## src/rtl/fpadd_mant_pipe_pkg.sv

```systemverilog
// Shared constants for the floating-point adder datapath blocks
// (mantissa pipe and normalise/round).
package fpadd_mant_pipe_pkg;

    localparam int unsigned WEXP_DEF = 8;
    localparam int unsigned WSIG_DEF = 23;
    localparam int unsigned GRS_W    = 3;
    localparam int unsigned N_STAGES = 3;

endpackage

```

## src/rtl/fpadd_align_shift.sv

```systemverilog
// Right barrel shifter with saturating shift amount; the LSB of the result
// is the sticky OR of every bit landing at or below the LSB position.
module fpadd_align_shift #(
    parameter int unsigned W    = 28,
    parameter int unsigned WAMT = 8
) (
    input  logic [W-1:0]    din,
    input  logic [WAMT-1:0] amt,
    output logic [W-1:0]    dout
);

    int unsigned sh;
    logic [W-1:0] ones;
    logic [W-1:0] shifted;
    logic [W-1:0] lost_mask;
    logic         sticky;

    always_comb begin
        ones      = '1;
        sh        = (32'(amt) >= W - 1) ? W - 1 : 32'(amt);
        shifted   = din >> sh;
        // bits din[sh:0] end up in the sticky position or fall off the end
        lost_mask = ~(ones << (sh + 1));
        sticky    = |(din & lost_mask);
        dout      = {shifted[W-1:1], sticky};
    end

endmodule

```

## src/rtl/fpadd_mant_pipe.sv

```systemverilog
// Three-stage mantissa datapath of the FP adder: compare/swap, align with GRS,
// effective add/subtract. Single global enable stalls all stages together.
module fpadd_mant_pipe
    import fpadd_mant_pipe_pkg::*;
#(
    parameter int unsigned WEXP = WEXP_DEF,
    parameter int unsigned WSIG = WSIG_DEF
) (
    input  logic            clk,
    input  logic            reset,
    input  logic            in_valid,
    output logic            in_ready,
    input  logic            a_sign,
    input  logic            b_sign,
    input  logic [WEXP-1:0] a_exp,
    input  logic [WEXP-1:0] b_exp,
    input  logic [WSIG:0]   a_sig,
    input  logic [WSIG:0]   b_sig,
    input  logic            op,
    output logic            out_valid,
    input  logic            out_ready,
    output logic [WSIG+4:0] out_sum,
    output logic [WEXP-1:0] out_exp,
    output logic            out_sign,
    output logic            out_effop,
    output logic            out_zero
);

    localparam int unsigned M = WSIG + 1;
    localparam int unsigned W = M + GRS_W + 1;

    logic en;
    assign en       = !out_valid || out_ready;
    assign in_ready = en;

    // Stage 1: compare/swap
    logic            b_eff_sign, eff, swap;
    logic [WEXP-1:0] x_exp, y_exp;
    logic [M-1:0]    x_sig, y_sig;
    logic            x_sign;

    always_comb begin
        b_eff_sign = b_sign ^ op;
        eff        = a_sign ^ b_eff_sign;
        swap       = {b_exp, b_sig} > {a_exp, a_sig};
        if (swap) begin
            x_exp  = b_exp;
            x_sig  = b_sig;
            y_exp  = a_exp;
            y_sig  = a_sig;
            x_sign = b_eff_sign;
        end else begin
            x_exp  = a_exp;
            x_sig  = a_sig;
            y_exp  = b_exp;
            y_sig  = b_sig;
            x_sign = a_sign;
        end
    end

    logic            s1_valid, s1_sign, s1_effop;
    logic [WEXP-1:0] s1_exp, s1_d;
    logic [M-1:0]    s1_xsig, s1_ysig;

    always_ff @(posedge clk or posedge reset) begin
        if (reset) begin
            s1_valid <= 1'b0;
            s1_sign  <= 1'b0;
            s1_effop <= 1'b0;
            s1_exp   <= '0;
            s1_d     <= '0;
            s1_xsig  <= '0;
            s1_ysig  <= '0;
        end else if (en) begin
            s1_valid <= in_valid;
            s1_sign  <= x_sign;
            s1_effop <= eff;
            s1_exp   <= x_exp;
            s1_d     <= x_exp - y_exp;
            s1_xsig  <= x_sig;
            s1_ysig  <= y_sig;
        end
    end

    // Stage 2: align the smaller operand
    logic [W-1:0] s1_xw, s1_yw_raw, s1_yw;
    assign s1_xw     = {1'b0, s1_xsig, {GRS_W{1'b0}}};
    assign s1_yw_raw = {1'b0, s1_ysig, {GRS_W{1'b0}}};

    fpadd_align_shift #(
        .W    (W),
        .WAMT (WEXP)
    ) u_align (
        .din  (s1_yw_raw),
        .amt  (s1_d),
        .dout (s1_yw)
    );

    logic            s2_valid, s2_sign, s2_effop;
    logic [WEXP-1:0] s2_exp;
    logic [W-1:0]    s2_xw, s2_yw;

    always_ff @(posedge clk or posedge reset) begin
        if (reset) begin
            s2_valid <= 1'b0;
            s2_sign  <= 1'b0;
            s2_effop <= 1'b0;
            s2_exp   <= '0;
            s2_xw    <= '0;
            s2_yw    <= '0;
        end else if (en) begin
            s2_valid <= s1_valid;
            s2_sign  <= s1_sign;
            s2_effop <= s1_effop;
            s2_exp   <= s1_exp;
            s2_xw    <= s1_xw;
            s2_yw    <= s1_yw;
        end
    end

    // Stage 3: effective add/subtract; x >= y so the difference never wraps
    logic [W-1:0] s2_sum;
    logic         s2_zero;

    always_comb begin
        s2_sum  = s2_effop ? (s2_xw - s2_yw) : (s2_xw + s2_yw);
        s2_zero = (s2_sum == '0);
    end

    always_ff @(posedge clk or posedge reset) begin
        if (reset) begin
            out_valid <= 1'b0;
            out_sum   <= '0;
            out_exp   <= '0;
            out_sign  <= 1'b0;
            out_effop <= 1'b0;
            out_zero  <= 1'b0;
        end else if (en) begin
            out_valid <= s2_valid;
            out_sum   <= s2_sum;
            out_exp   <= s2_exp;
            out_sign  <= s2_zero ? 1'b0 : s2_sign;
            out_effop <= s2_effop;
            out_zero  <= s2_zero;
        end
    end

endmodule

```

## config.mk

```make
export PLATFORM = sky130hd
export DESIGN_NAME = fpadd_mant_pipe
export DESIGN_NICKNAME = d
export VERILOG_FILES = /design/src/rtl/fpadd_mant_pipe_pkg.sv /design/src/rtl/fpadd_align_shift.sv /design/src/rtl/fpadd_mant_pipe.sv
export SDC_FILE = /design/constraint.sdc
export NUM_CORES = 1
export LEC_CHECK = 0
export CORE_UTILIZATION = 45
export CTS_CLUSTER_SIZE = 14
export DETAILED_ROUTE_END_ITERATION = 8
export PLACE_DENSITY = 0.74
export SYNTH_ARGS = -nofsm -noshare
export SYNTH_HDL_FRONTEND = slang
export SYNTH_SLANG_ARGS = --single-unit
```

## constraint.sdc

```tcl
create_clock -name clk -period 19.9 [get_ports clk]
set_input_delay 5.97 -clock clk [delete_from_list [all_inputs] [get_ports clk]]
set_output_delay 5.97 -clock clk [all_outputs]
set_load 0.005 [all_outputs]
```

==> results.cfg <==
[run_status]
status = finished with violations
violations = design-rule violations

[grt]
grt_overflow = 0
grt_pass1_wl_microns = 51280
grt_max_degree = 105
antenna_found_initial = 0
grt_pass1_vias = 9838
grt_usage = 0.2421

[die]
die_w_microns = 164.6
initial_core_util = 0.4577
die_h_microns = 164.6
io_pins = 112
num_rows = 59
core_area_sq_um = 25980
die_area_sq_um = 27080

[sta]
slew_headroom = 0.3421
fmax_ghz = 0.07221
setup_tns_ns = 0
slew_viol_final = 0
min_period_ns = 13.85
hold_viol_final = 0
setup_viol = 0
skew_ns = 0.008441
tightestPinTransition_ns = 0.9841
setup_ws_ns = 6.052
rsz0062_at_grt = false
min_period_over_period = 0.6959

[yosys]
ys_ff_latch = 169
netlist_instances = 1488
synth-main-ff-cell = dfrtp_1
yosysSeqAreaShare = 0.3556
synth-edff-count = 0
synth_async_sr_flop_share = 1.000
synth_compound_area_frac = 0.1915
syn_nets = 1643
synth_top_family_by_area = simple AND/OR/NAND/NOR gates
syn_area_sq_um = 11890
synth_area_per_cell_sq_um = 7.993
synth_xor_area_frac = 0.02430
ys_warn_count = 0
yosysUniqueCellTypes = 75
synth_fa_ha_area_frac = 0.08900
synthMuxAreaShare = 0.08100
synth-simple-area-share = 0.2036

[layout]
final_nets = 1704
multi_input_area_sq_um = 7017
layout_commonest_cell = nand2_1
final_util = 0.5308
layout.cells.non_filler = 1897
regArea_sq_um = 4229
diodes = 0
fill_cells = 2444
final_cell_area_sq_um = 13790
layout_common_cells = nand2_1 (314), dfrtp_1 (169), o21ai_0 (132)
drive_above_1_share = 0.03841
synthToLayoutAreaGrowth_pct = 15.97

[clock_network]
cts.htree.levels = 4
cts_tree = built
ctsHoldBuffers = 0
cts_setup_buffers = 0
cts.repair.resized = 0
cts_root_buf = clkbuf_16
clock-sinks = 169
clk_path_buf_depth = 2
insertion_delay_ns = 0.44
path_clk_slew_ns = 0.07
numCtsBuffers = 17

[placement]
hpwl_microns = 24090
place_ws_ns = 6.019
portBuffers = 111
gp_congestion = 0.8893
placed_cell_area_sq_um = 13200
dp.cells = 1865

[critical_path]
crit_type = primary input to output port
cp-start-kind = primary input
end_kind = output port
worst_ep_arrival_time_ns = 7.88
slowest_stage = nor2b_4
path_max_fanout = 51
reg2reg_depth = 13
cp-startpoint = out_ready
critPathCapture = in_ready
crit_chain = clkdlybuf4s50_1 -> nor2b_4 -> inv_2 -> buf_4 -> clkdlybuf4s50_1
reg2reg_to = out_sign
critPathMostFrequentCell = clkdlybuf4s50_1
reg2reg_slack_ns = 15.91
worstPathRequired_ns = 13.93
r2r_start = s2_xw[3]
max_stage_delay_ns = 0.60

[detailed_routing]
drt_first_pass_iters = 7
vias = 10610
drt_first_iter_violations = 731
wire_per_inst_microns = 16.79
drc_errors = 4
wl_microns = 31850
via_per_inst = 5.591
postRouteAntennaNets = 0

[job]
drv_cap = 0

[power]
ir_drop_v = 0.00006705
power_density_nw_per_um2 = 128.6
p_leak_uw = 0.006518

[min_path]
min-delay-start = s2_valid
min_path_type = flip-flop to flip-flop
==> synthesized netlist by cell type, drive strengths merged (3+ instances only) <==
library cell / instances / area [sq um]
o221ai: 5 / 61.31
a21o: 11 / 83.83
a2111oi: 3 / 26.28
o2111ai: 4 / 35.03
a21oi: 103 / 515.5
nand2: 314 / 1179
o21bai: 4 / 30.03
nor4: 14 / 87.58
o22ai: 16 / 106.4
xnor2: 24 / 210.2
or2: 4 / 25.03
a211o: 4 / 35.03
nand3: 21 / 105.1
a22oi: 5 / 37.54
or4: 3 / 22.52
a221oi: 5 / 43.79
clkbuf: 61 / 229.0
nand2b: 14 / 87.58
nor2: 117 / 439.2
a211oi: 17 / 127.6
and2: 5 / 31.28
nand3b: 4 / 30.03
mux2i: 94 / 940.9
o31ai: 7 / 52.55
a31oi: 14 / 87.58
inv: 89 / 334.1
nor3: 19 / 95.09
nand4: 9 / 56.30
o21ai: 136 / 680.7
or3: 7 / 48.80
o211ai: 11 / 82.58
dfrtp: 169 / 4229
and3: 8 / 50.05
xor2: 9 / 78.83
ha: 83 / 1039
nor2b: 14 / 87.58
nor3b: 3 / 22.52
o21a: 3 / 22.52
buf: 19 / 88.84
o311a: 3 / 32.53
==> state kept, by name, summed over array words and instances, names as in the netlist, 8 cells and up <==
signal and flops:
s1_exp 8, s2_xw 24, s2_yw 27, out_sum 28
out_exp 8, s1_xsig 24, s1_ysig 24, s2_exp 8
s1_d 8
==> cells by family after synthesis <==
kind of cell,count (synthesis)
AND/OR/NAND/NOR,562
AO/OA/AOI/OAI,374
multiplexers,96
XOR/XNOR,33
flip-flops,169
buffers and inverters,170
adder cells (fa/ha/maj),84
==> cell type report <==
type	count	share of cell area
clock buffer	19	0.03139
clock inverter	13	0.01152
inverter	90	0.02485
multi-input combinational	1149	0.5087
sequential	169	0.3066
tap	335	0.03039
timing repair buffer	122	0.08654
==> worst max-delay path: cells and delay by family <==
family / cells / cell delay (ns)
buffers and inverters: 4 / 1.29
AND/OR/NAND/NOR: 1 / 0.60
==> layer usage <==
| metal | global-route usage | routed length [microns] | up-vias |
|---|---|---|---|
| li1 | - | - | 5300 |
| met1 | 0.3383 | 15140 | 4961 |
| met2 | 0.3825 | 14510 | 289 |
| met3 | 0.03591 | 1380 | 56 |
| met4 | 0.07965 | 815 | 0 |
| met5 | 0 | 0 | - |
==> through the flow <==
step	hold WS (ns)	total power [uW]
6_report	0.4636	1774
5_1_grt	0.4898	1907
4_1_cts	0.4672	1772
3_5_place_dp	0.4517	1430
3_3_place_gp	0.4432	1415
2_1_floorplan	0.4300	1133
==> worst min-delay path by stage <==
stage,end,slack (ns),cells past startpoint
after floorplan,s2_valid,0.43,2
after global placement,s2_valid,0.44,2
after detailed placement,s2_valid,0.45,2
after CTS,s2_valid,0.47,2
after global routing,s2_exp[3],0.49,2
final,s2_valid,0.46,2
==> report_power, final <==
part,total (uW),leakage [uW],switching (uW),internal [uW]
registers,564,0.00208,104,460
logic,870,0.00416,511,359
clock network,339,0.000277,150,189
No activity file was read; power rests on OpenSTA's default activity.
